===== src/rtl/lsu_pkg.sv =====
// lsu_pkg: shared funct3 encodings, FSM state type and byte-enable helper for the LSU.
package lsu_pkg;

    localparam logic [2:0] F3_B  = 3'b000;
    localparam logic [2:0] F3_H  = 3'b001;
    localparam logic [2:0] F3_W  = 3'b010;
    localparam logic [2:0] F3_BU = 3'b100;
    localparam logic [2:0] F3_HU = 3'b101;

    typedef enum logic [1:0] {IDLE, REQ, WAIT, DONE} lsu_state_t;

    function automatic logic [3:0] gen_be(input logic [2:0] funct3, input logic [1:0] o);
        return funct3[1:0] == 2'b00 ? 4'b0001 << o :
               funct3[1:0] == 2'b01 ? (o[1] ? 4'b1100 : 4'b0011) : 4'b1111;
    endfunction

endpackage


===== src/rtl/lsu_mem_ctrl_if.sv =====
// lsu_mem_ctrl_if: request/grant data-memory port between the LSU (master) and memory (slave).
interface lsu_mem_ctrl_if;

    logic        req;
    logic        we;
    logic [31:0] addr;
    logic [3:0]  be;
    logic [31:0] wdata;
    logic        gnt;
    logic        rvalid;
    logic [31:0] rdata;

    modport master (output req, we, addr, be, wdata, input gnt, rvalid, rdata);
    modport slave  (input req, we, addr, be, wdata, output gnt, rvalid, rdata);

endinterface


===== src/rtl/lsu_load_align.sv =====
// lsu_load_align: shifts the addressed byte/half of a load word down and sign/zero-extends it.
module lsu_load_align
    import lsu_pkg::*;
(
    input  logic [31:0] rdata_i,
    input  logic [2:0]  funct3_i,
    input  logic [1:0]  off_i,
    output logic [31:0] data_o
);

    logic [31:0] sh;

    always_comb begin
        sh = funct3_i[1:0] == 2'b00 ? rdata_i >> {off_i, 3'b000} :
             funct3_i[1:0] == 2'b01 ? rdata_i >> {off_i[1], 4'b0000} : rdata_i;
        data_o = funct3_i == F3_B  ? {{24{sh[7]}}, sh[7:0]} :
                 funct3_i == F3_BU ? {24'b0, sh[7:0]} :
                 funct3_i == F3_H  ? {{16{sh[15]}}, sh[15:0]} :
                 funct3_i == F3_HU ? {16'b0, sh[15:0]} : sh;
    end

endmodule


===== src/rtl/lsu_mem_ctrl.sv =====
// lsu_mem_ctrl: multi-cycle load/store controller stalling the core until each access retires.
// Define MISALIGN_TRAP_EN to reject misaligned half/word accesses with lsu_err instead of issuing them.
module lsu_mem_ctrl
    import lsu_pkg::*;
#(
    parameter int WAIT_TIMEOUT = 255,
    parameter int TO_W         = 8
) (
    input  logic           clk,
    input  logic           rst_n,
    input  logic           MemRead,
    input  logic           MemWrite,
    input  logic [2:0]     funct3,
    input  logic [31:0]    AluResult,
    input  logic [31:0]    StoreVal,
    output logic           stall,
    output logic [31:0]    LoadVal,
    output logic           lsu_err,
    lsu_mem_ctrl_if.master dmem
);

    lsu_state_t  state_q, state_d;
    logic        we_q, we_d;
    logic [2:0]  f3_q, f3_d;
    logic [1:0]  off_q, off_d;
    logic [31:0] addr_q, addr_d;
    logic [3:0]  be_q, be_d;
    logic [31:0] wdata_q, wdata_d;
    logic [31:0] load_q, load_d;
    logic        err_q, err_d;
    logic [TO_W-1:0] wd_q, wd_d;
    logic        ill, mis;
    logic [31:0] aligned;

    lsu_load_align u_align (
        .rdata_i (dmem.rdata),
        .funct3_i(f3_q),
        .off_i   (off_q),
        .data_o  (aligned)
    );

    always_comb begin
        ill = MemWrite ? (funct3 >= 3'b011) : (funct3 == 3'b011 || funct3[2:1] == 2'b11);
`ifdef MISALIGN_TRAP_EN
        mis = (funct3[1:0] == 2'b01 && AluResult[0]) || (funct3[1:0] == 2'b10 && AluResult[1:0] != 2'b00);
`else
        mis = 1'b0;
`endif
    end

    always_comb begin
        state_d = state_q;
        we_d    = we_q;
        f3_d    = f3_q;
        off_d   = off_q;
        addr_d  = addr_q;
        be_d    = be_q;
        wdata_d = wdata_q;
        load_d  = load_q;
        err_d   = err_q;
        wd_d    = wd_q;
        unique case (state_q)
            IDLE: if (MemRead || MemWrite) begin
                we_d    = MemWrite;
                f3_d    = funct3;
                off_d   = AluResult[1:0];
                addr_d  = {AluResult[31:2], 2'b00};
                be_d    = (ill || mis) ? 4'b0000 : gen_be(funct3, AluResult[1:0]);
                wdata_d = funct3[1:0] == 2'b00 ? {4{StoreVal[7:0]}} :
                          funct3[1:0] == 2'b01 ? {2{StoreVal[15:0]}} : StoreVal;
                err_d   = ill || mis;
                load_d  = (ill || mis) ? 32'b0 : load_q;
                state_d = (ill || mis) ? DONE : REQ;
            end
            REQ: if (dmem.gnt) begin
                state_d = we_q ? DONE : WAIT;
                wd_d    = '0;
            end
            WAIT: if (dmem.rvalid) begin
                load_d  = aligned;
                state_d = DONE;
            end else begin
                wd_d = wd_q + 1'b1;
                if (WAIT_TIMEOUT != 0 && wd_d == TO_W'(WAIT_TIMEOUT)) begin
                    load_d  = 32'b0;
                    err_d   = 1'b1;
                    state_d = DONE;
                end
            end
            DONE: state_d = IDLE;
        endcase
    end

    always_ff @(posedge clk) begin
        if (!rst_n) begin
            state_q <= IDLE;
            we_q    <= 1'b0;
            f3_q    <= 3'b0;
            off_q   <= 2'b0;
            addr_q  <= 32'b0;
            be_q    <= 4'b0;
            wdata_q <= 32'b0;
            load_q  <= 32'b0;
            err_q   <= 1'b0;
            wd_q    <= '0;
        end else begin
            state_q <= state_d;
            we_q    <= we_d;
            f3_q    <= f3_d;
            off_q   <= off_d;
            addr_q  <= addr_d;
            be_q    <= be_d;
            wdata_q <= wdata_d;
            load_q  <= load_d;
            err_q   <= err_d;
            wd_q    <= wd_d;
        end
    end

    assign stall      = (state_q == IDLE && (MemRead || MemWrite)) || state_q == REQ || state_q == WAIT;
    assign LoadVal    = load_q;
    assign lsu_err    = state_q == DONE && err_q;
    assign dmem.req   = state_q == REQ;
    assign dmem.we    = we_q;
    assign dmem.addr  = addr_q;
    assign dmem.be    = be_q;
    assign dmem.wdata = wdata_q;

endmodule

===== src/flat_wrapper.sv =====
// flat-port wrapper written by rule: the top's interface ports become plain ports
module lsu_mem_ctrl_flat import lsu_pkg::*;
#(
    parameter int WAIT_TIMEOUT = 255,
    parameter int TO_W         = 8
)
  (clk, rst_n, MemRead, MemWrite, funct3, AluResult, StoreVal, stall, LoadVal, lsu_err, dmem_req, dmem_we, dmem_addr, dmem_be, dmem_wdata, dmem_gnt, dmem_rvalid, dmem_rdata);
  lsu_mem_ctrl_if dmem_i ();
  input  logic clk;
  input  logic rst_n;
  input  logic MemRead;
  input  logic MemWrite;
  input  logic [2:0] funct3;
  input  logic [31:0] AluResult;
  input  logic [31:0] StoreVal;
  output logic stall;
  output logic [31:0] LoadVal;
  output logic lsu_err;
  output wire logic [$bits(dmem_i.req)-1:0] dmem_req;
  output wire logic [$bits(dmem_i.we)-1:0] dmem_we;
  output wire logic [$bits(dmem_i.addr)-1:0] dmem_addr;
  output wire logic [$bits(dmem_i.be)-1:0] dmem_be;
  output wire logic [$bits(dmem_i.wdata)-1:0] dmem_wdata;
  input wire logic [$bits(dmem_i.gnt)-1:0] dmem_gnt;
  input wire logic [$bits(dmem_i.rvalid)-1:0] dmem_rvalid;
  input wire logic [$bits(dmem_i.rdata)-1:0] dmem_rdata;
  assign dmem_req = dmem_i.req;
  assign dmem_we = dmem_i.we;
  assign dmem_addr = dmem_i.addr;
  assign dmem_be = dmem_i.be;
  assign dmem_wdata = dmem_i.wdata;
  assign dmem_i.gnt = dmem_gnt;
  assign dmem_i.rvalid = dmem_rvalid;
  assign dmem_i.rdata = dmem_rdata;
  lsu_mem_ctrl #(.WAIT_TIMEOUT(WAIT_TIMEOUT), .TO_W(TO_W)) u_core (.clk(clk), .rst_n(rst_n), .MemRead(MemRead), .MemWrite(MemWrite), .funct3(funct3), .AluResult(AluResult), .StoreVal(StoreVal), .stall(stall), .LoadVal(LoadVal), .lsu_err(lsu_err), .dmem(dmem_i));
endmodule

===== config.mk =====
export PLATFORM = sky130hd
export DESIGN_NAME = lsu_mem_ctrl_flat
export DESIGN_NICKNAME = d
export VERILOG_FILES = /design/src/rtl/lsu_pkg.sv /design/src/rtl/lsu_mem_ctrl_if.sv /design/src/rtl/lsu_load_align.sv /design/src/rtl/lsu_mem_ctrl.sv /design/src/flat_wrapper.sv
export SDC_FILE = /design/constraint.sdc
export NUM_CORES = 1
export LEC_CHECK = 0
export BUFFER_PORTS_ARGS = -buffer_cell sky130_fd_sc_hd__buf_2
export CORE_AREA = 2 2 105 107
export DETAILED_ROUTE_END_ITERATION = 7
export DIE_AREA = 0 0 107 109
export PLACE_DENSITY_LB_ADDON = 0.2
export SYNTH_ARGS = -nofsm -noshare
export SYNTH_HDL_FRONTEND = slang
export SYNTH_SLANG_ARGS = --single-unit

===== constraint.sdc =====
create_clock -name clk -period 2.89 [get_ports clk]
set_input_delay 0.578 -clock clk [delete_from_list [all_inputs] [get_ports clk]]
set_output_delay 0.578 -clock clk [all_outputs]
set_load 0.02 [all_outputs]

**After elaboration in Yosys (flattened, before gate mapping)**

Index checks and enable logic that the tools add are counted.

- Input port bits: 105
- Flip-flop bits (word level): 115
- Logic and storage cells: 81
- Output and inout bits: 104

- $add $sub $neg: 1
- Order comparisons: 1
- Mux-type cells: 32
- Reduce and logical (&&, ||, !) cells: 17
- Shifts and indexed selects: 3
- Equality and inequality tests: 17

Operators with widths:

| operator | number |
|---|---|
| $mux 32 | 12 |
| $pmux 32 s2 | 1 |
| $shr 32x5->32 | 2 |
| $mux 4 | 4 |
| $mux 8 | 2 |
| $pmux 8 s2 | 1 |
| $mux 2 | 5 |
| $add 8x1->8 const B | 1 |
| $eq 8x8->1 const B | 1 |
| $pmux 2 s4 | 1 |
| $reduce_and 4->1 | 2 |
| $eq 2x1->1 const B | 3 |
| $eq 2x2->1 const B | 3 |
| $eq 3x3->1 const B | 2 |
| $logic_not 2->1 | 3 |
| $ne 2x1->1 const B | 3 |
| $reduce_and 3->1 | 2 |
| $mux 1 | 5 |
| $logic_or 1x1->1 | 4 |
| $ne 2x2->1 const B | 2 |
| $reduce_bool 2->1 | 2 |
| $shl 1x2->4 const A | 1 |
| $eq 3x1->1 const B | 1 |
| $eq 3x2->1 const B | 1 |
| other kinds (6) | 7 |

**Depth between registers and ports, before layout**

Gate-level depths: netlist of run 1.

- Depth after elaboration: 9
- Depth in mapped cells: 9
- Gate-level depth less buffers: 7

**Hierarchy**

From an unflattened synthesis of run 1, not the netlist that was laid out.

- Cells, all modules: 791
- Area, all modules: 6288.5 sq um

Modules (own cells, without submodules):

| module | times used | seq. area each (sq um) | cells each | area an instance (sq um) |
|---|---|---|---|---|
| lsu_mem_ctrl | 1 | 2302.2 | 648 | 5126.2 |
| lsu_load_align | 1 | 0.0 | 143 | 1162.4 |

**Least setup slack after synthesis of run 1**

OpenSTA, ideal clock, no wires.

- Kind: input to output
- Start point: input MemWrite
- End point: output stall
- Buffers on the path: 1
- Data required time: 2312 ps
- Setup slack: 932 ps
- Stages: 3
- Data arrival time: 1380 ps
- Path through: o21ai_2 -> clkbuf_1 -> nand2_1

- Word-level cells in the longest chain between the ends: 4

Ends and longest elaborated chain:

| element | line | text |
|---|---|---|
| start: declaration | flat_wrapper.sv:12 | `input logic MemWrite;` |
| $logic_or 1x1->1 | lsu_mem_ctrl.sv:120 | `assign stall = (state_q == IDLE && (MemRead \|\| MemWrite)) \|\| state_q == REQ \|\| state_q == WAIT;` |
| $logic_and 1x1->1 | lsu_mem_ctrl.sv:120 |  |
| $logic_or 1x1->1 (2 in a row) | lsu_mem_ctrl.sv:120 |  |
| end: declaration | flat_wrapper.sv:16 | `output logic stall;` |

No other way between the ends.

**Final worst setup path of run 1**

- Start point: register u_core.state_q[0]
- End point: output stall

- Word-level cells in the longest chain between the ends: 4
- Elaborated cells between the ends (all ways): 6
- Those cells by class: eq/ne: 2; reduce/logical: 4

Ends and longest elaborated chain:

| element | line | text |
|---|---|---|
| start: declaration | lsu_mem_ctrl.sv:22 | `lsu_state_t state_q, state_d;` |
| start signal: assignment | lsu_mem_ctrl.sv:107 | `state_q <= state_d;` |
| $logic_not 2->1 | lsu_mem_ctrl.sv:120 |  |
| $logic_and 1x1->1 | lsu_mem_ctrl.sv:120 |  |
| $logic_or 1x1->1 | lsu_mem_ctrl.sv:120 |  |
| $logic_or 1x1->1 * | lsu_mem_ctrl.sv:120 |  |

Every way passes the cells marked *; elsewhere a longest branch is shown, timed or not.

==> run summary, run 1 <==
Status: complete, no violations
Cell count after synthesis: 702
Minimum clock period: 2.44 ns
Max_slew headroom: 42.6%
Worst skew pair latency: 0.52 ns
Ys async rst share: 0%
Syn Area/Cell: 7.82 um^2
Commonest non-fill, non-tap cell in the layout: buf_2
Cells after DPL: 999
Pre-antenna DRT Iters: 5
Post-synth EDFFs: 0
Setup TNS: 0 ns
Chip width: 107 um
Die area: 0.0117 mm^2
Total global routing overflow: 0
Most frequent cells in the layout: 206 x buf_2, 180 x nand2_1, 115 x dfxtp_1, 72 x a21oi_1, 40 x o22ai_1
Via count: 5880
Placer Congestion: 0.885
Cts repair resizes: 0
Max Root-Sink Buffers: 2
Routed len/inst: 15.9 um
VDD IR max: 0.518 mV
DP Worst Slack: 0.684 ns
Sink Count: 115
Inserted Diodes: 0
Io pins: 209
Max-slew violations: 0
First-pass GRT wire length: 25900 um
Antenna violations before repair: 0
Synthesized area: 0.00549 mm^2
Post-DP HPWL: 11300 um
Max Fclk: 0.409 GHz
GRT Overall Usage: 27.9%
CP Class: register to output port
Drt via density: 5.71
Antenna Nets Post-Route: 0
Core ar.: 0.0106 mm^2
Largest net degree at the start of global routing: 84
CTS tree: done
Worst R2R Path Depth: 7
CP required: 2.31 ns
Total CTS buffers: 17
Port Buf Inserts: 206
DRT Wirelength: 16400 um
Synth-to-Final Area Change: 28.9%
Crit share post-route: 84.6%
Distinct cells, synth: 50
Crit end category: output port
Final Skew: 0.00598 ns
Final worst slack: 0.445 ns
Multi-input logic area: 0.00292 mm^2
Number of DRC markers in iteration 0: 523
Critical path fanouts, max: 10
Final hold slack: 0.294 ns
Setup-failing EPs final: 0
DRC violations left: 0
Count of final hold-check violations: 0
Ys Warns: 0
Register area: 0.00230 mm^2
Nets@finish: 990
Critical Path Start Type: register
Hold-fix buffers, CTS: 0
FILL cells: 942
Number of global-route vias before repair: 5402
Seq cells post-synth: 115
Layout cells sized above 1: 28.5%
Post-synthesis sequential area ratio: 41.9%
Die Y: 109 um
Worst Tran Pin Value: 0.862 ns
Hold WC Path Type: input pin to register
PD cells: 920 mW/mm^2
Initial Utilization: 51.8%
WP data arrival: 1.87 ns
Setup Buffers After CTS: 0
CTS H-tree lvls: 4
Total power: 6.51 mW
Clock Tree Root: clkbuf_8
Unrepaired setup endpoints after global routing: no
Leak: 3.12 nW
Rows: 38
Fin cells: 1029
Post-synth top flop: dfxtp_1
Max_cap viols: 0
Worst-path clk slew: 0.05 ns
Hold path depth: 3
[per-stage QoR]
stage	area, um^2	utilization [%]
2_1_floorplan	5500	-
3_3_place_gp	6540	61.7
3_5_place_dp	6540	61.7
4_1_cts	7080	66.8
5_1_grt	7080	66.8
6_report	7080	66.8
[kinds of logic after synthesis]
group / after synthesis / share of synthesized area, %
simple gates: 276 / 22.0
fa+ha+maj: 7 / 1.59
other cells: 1 / 0.0683
flops: 115 / 41.9
compound gates: 204 / 23.1
mux: 33 / 6.04
buf+inv: 66 / 5.28
[worst max-delay path, stage by stage (launching register included)]
cell	delay (ns)
dfxtp_1	0.36
inv_1	0.12
ha_1	0.33
nor2_1	0.26
nand2_1	0.09
buf_2	0.18
[synthesized netlist by cell type, types with 3 or more instances]
cell type  count  area [um^2]
and2_1         3         18.8
nand2b_1       4         25.0
o21ai_0       33          165
buf_2          7         35.0
o22ai_1       40          250
o21ai_1        6         30.0
ha_1           7         87.6
clkbuf_1      41          154
nor2_1        29          109
nor3b_1        4         30.0
dfxtp_1      115         2300
a21oi_1       72          360
a211oi_1       9         67.6
nor3_1         3         15.0
mux2i_1       32          320
a311oi_1       9         78.8
inv_1          5         18.8
buf_6          3         33.8
buf_4          3         22.5
buf_1          6         22.5
or3_1          6         37.5
nand3_1       19         95.1
o2111ai_1     24          210
and3_1         3         18.8
nand2_1      180          676
nor2b_1        7         43.8
nand3b_1       9         67.6
[path summary, 6_finish.rpt]
check                       start              endpoint  slack, ns
max             u_core.state_q[0]                 stall       0.45
min                 AluResult[24]  u_core.dmem.addr[24]       0.29
max reg2reg     u_core.state_q[0]     u_core.LoadVal[1]       0.59
min reg2reg  u_core.dmem.addr[10]  u_core.dmem.addr[10]       0.45
[sequential cells by signal (all words and copies together), names as in the netlist]
name	count
u_core.off_q	2
u_core.dmem.be	4
u_core.err_q	1
u_core.dmem.addr	30
u_core.state_q	2
u_core.f3_q	3
u_core.LoadVal	32
u_core.wd_q	8
u_core.dmem.we	1
u_core.dmem.wdata	32
[layer usage]
| layer | up-vias | routed length [um] | global-route usage (%) |
|---|---|---|---|
| met5 | - | 0 | 0 |
| met4 | 0 | 415 | 11.7 |
| met3 | 41 | 1440 | 8.19 |
| met2 | 286 | 7730 | 44.5 |
| met1 | 2715 | 6780 | 35.6 |
| li1 | 2838 | - | - |
[area by class of cell]
| type | instances | area share, % |
|---|---|---|
| Clock buffer | 25 | 6.98 |
| Clock inverter | 5 | 0.707 |
| Inverter | 6 | 0.318 |
| Multi-Input combinational cell | 522 | 41.2 |
| Sequential cell | 115 | 32.5 |
| Tap cell | 140 | 2.47 |
| Timing Repair Buffer | 216 | 15.8 |
[report_power, final]
group	total, mW	switching [mW]	internal [mW]
combinational	2.46	1.62	0.840
sequential	2.13	0.216	1.91
clock	1.93	0.691	1.24
total	6.51	2.52	3.99
(Power assumes the default switching activity.)
==> run 2, diff against run 1 <==
Settings changed: ABC_AREA set to 1, CORE_AREA 2 2 105 107 to 2 2 117 119, DIE_AREA 0 0 107 109 to 0 0 119 121.
Clock period 2.89 ns to 2.2 ns, I/O delays scaled along.
==> run 2 against run 1 <==
Non-clock buffer count increased by 13; sequential power up 47%; cell count rose by 27%; critical path depth rose by 1; count of clock-buffer cells in the layout is 1 lower; highest routed layer unchanged; core utilization fell by 7.8 points; clock power rose by 33%; via count grew 11%.
==> run summary, run 2 <==
Status: complete, no violations
CP bufs+invs: 3
Hold WC Path Type: input pin to register
PD cells: 1400 mW/mm^2
Worst Tran Pin Value: 0.753 ns
Port Buf Inserts: 206
Layout cells sized above 1: 25.2%
Max Fclk: 0.477 GHz
Post-DP HPWL: 12600 um
Max_cap viols: 0
Pre-antenna DRT Iters: 5
Count of final hold-check violations: 0
CP Class: register to output port
Antenna violations before repair: 0
Rows: 42
CP required: 1.76 ns
Most frequent cells in the layout: 222 x nand2_1, 206 x buf_2, 155 x nor2_1, 114 x dfxtp_1, 79 x o21ai_0
DRC violations left: 0
Synth area leader: dfxtp_1
Worst skew pair latency: 0.41 ns
Number of DRC markers in iteration 0: 609
Worst R2R Path Depth: 12
Max-slew violations: 0
Critical Path Start Type: register
CTS H-tree lvls: 4
Antenna Nets Post-Route: 0
Inserted Diodes: 0
Ys Warns: 0
Distinct cells, synth: 35
Max Root-Sink Buffers: 2
Io pins: 209
First-pass GRT wire length: 28500 um
Setup TNS: 0 ns
Minimum clock period: 2.10 ns
Unrepaired setup endpoints after global routing: no
Chip width: 119 um
Worst-path clk slew: 0.05 ns
Commonest cells post-synth: 223 x nand2_1, 155 x nor2_1, 115 x dfxtp_1
Sink Count: 115
Register area: 0.00230 mm^2
R2R Setup Slk: 0.22 ns
Ys async rst share: 0%
Crit share post-route: 95.3%
Total CTS buffers: 17
Setup-failing EPs final: 0
Hold-fix buffers, CTS: 0
Die Y: 121 um
Cell count after synthesis: 922
Design area: 0.00772 mm^2
R2R Path Start: u_core.wd_q[1]
Hold path depth: 3
Via count: 6508
WHS Endpoint: u_core.dmem.addr[8]
Post-synth EDFFs: 0
Clock Tree Root: clkbuf_16
Drt via density: 4.99
CTS tree: done
Max_slew headroom: 49.8%
Leak: 3.97 nW
Initial Utilization: 45.5%
Fin cells: 1305
Total power: 10.8 mW
Number of global-route vias before repair: 5909
Top cell type's share of synthesized area: 38.6%
GRT Overall Usage: 24.7%
Post-synthesis sequential area ratio: 38.6%
Multi-input logic area: 0.00311 mm^2
FILL cells: 1268
R2r endpoint: u_core.LoadVal[0]
Crit-path cells: inv_1, ha_1, nand2_2, buf_12, nand2_1, buf_2
Seq cells post-synth: 115
WP data arrival: 1.66 ns
Syn Area/Cell: 6.46 um^2
VDD IR max: 0.678 mV
Placed Area: 0.00716 mm^2
Routed len/inst: 13.4 um
Critical path fanouts, max: 26
Synth-to-Final Area Change: 29.6%
Synthesized area: 0.00596 mm^2
Worst path slowest cell: dfxtp_1
Post-synth top flop: dfxtp_1
Cells after DPL: 1276
Placer Congestion: 0.878
Crit path max-delay family: buffers and inverters
Commonest non-fill, non-tap cell in the layout: nand2_1
Nets@finish: 1231
Core ar.: 0.0131 mm^2
Min-Delay Startpoint: AluResult[8]
Synth area leaders: dfxtp_1 39%, nand2_1 14%, nor2_1 9.8%
DRT Wirelength: 17500 um
Final core occ: 59.0%
CP peak stage delay: 0.39 ns
Largest net degree at the start of global routing: 72
Crit end category: output port
Total global routing overflow: 0
Die area: 0.0144 mm^2
Final Skew: 0.00689 ns
Most frequent cell after synthesis: nand2_1
-- run 2: worst max-delay path by stage --
stage	startpoint	to	slack [ns]	cells past startpoint
after floorplan	u_core.state_q[0]	stall	0.19	6
after global placement	u_core.wd_q[1]	u_core.LoadVal[28]	0.30	12
after global routing	u_core.state_q[1]	stall	0.02	6
after CTS	u_core.state_q[0]	stall	0.01	6
after detailed placement	u_core.state_q[0]	u_core.LoadVal[0]	0.21	10
final	u_core.state_q[1]	stall	0.10	6
-- run 2: what timing repair did --
| action | 4_1_cts | 5_1_grt |
|---|---|---|
| pin swaps | 0 | 0 |
| endpoints found under the hold margin | 0 | 0 |
| setup buffers | 0 | 0 |
| resized for setup | 1 | 3 |
| endpoints found under the setup margin | 1 | 13 |
-- run 2: final cells by class --
type | count | share of cell area, %
multi-input cells | 675 | 40.3
flip-flops and latches | 115 | 29.8
repair buffers | 229 | 16.1
clock buffers | 24 | 6.37
inverters | 81 | 3.94
well taps | 176 | 2.85
clock inverters | 5 | 0.680
-- run 2: cell families (layout without fill, tap and decap cells) --
kind of cell,after synthesis,in the layout,share of synthesized area (%)
fa+ha+maj,7,7,1.47
buf+inv,133,339,9.26
other cells,1,2,0.0630
flops,115,115,38.6
simple gates,478,478,33.3
xor+xnor,1,1,0.147
compound gates,187,187,17.1
-- run 2: power breakdown --
group	internal, mW	switching, mW
registers	2.75	0.379
logic	1.75	3.38
clock network	1.64	0.915
-- run 2: tightest hold or removal path, cell delays in order --
cell	delay, ns
buf_2	0.07
o21ai_0	0.07
nor2_1	0.07
-- run 2: stage by stage --
stage	hold WS [ns]	worst slack, ns
after detailed placement	0.452	0.214
after floorplan	0.437	0.192
after global placement	0.450	0.295
after CTS	0.264	0.0133
final	0.280	0.103
after global routing	0.278	0.0206
-- run 2: routing by layer --
metal / global-route usage [%] / wire length, um
met1: 30.7 / 7570
met2: 40.6 / 8010
met3: 7.89 / 1610
met4: 8.56 / 293
met5: 0 / 0
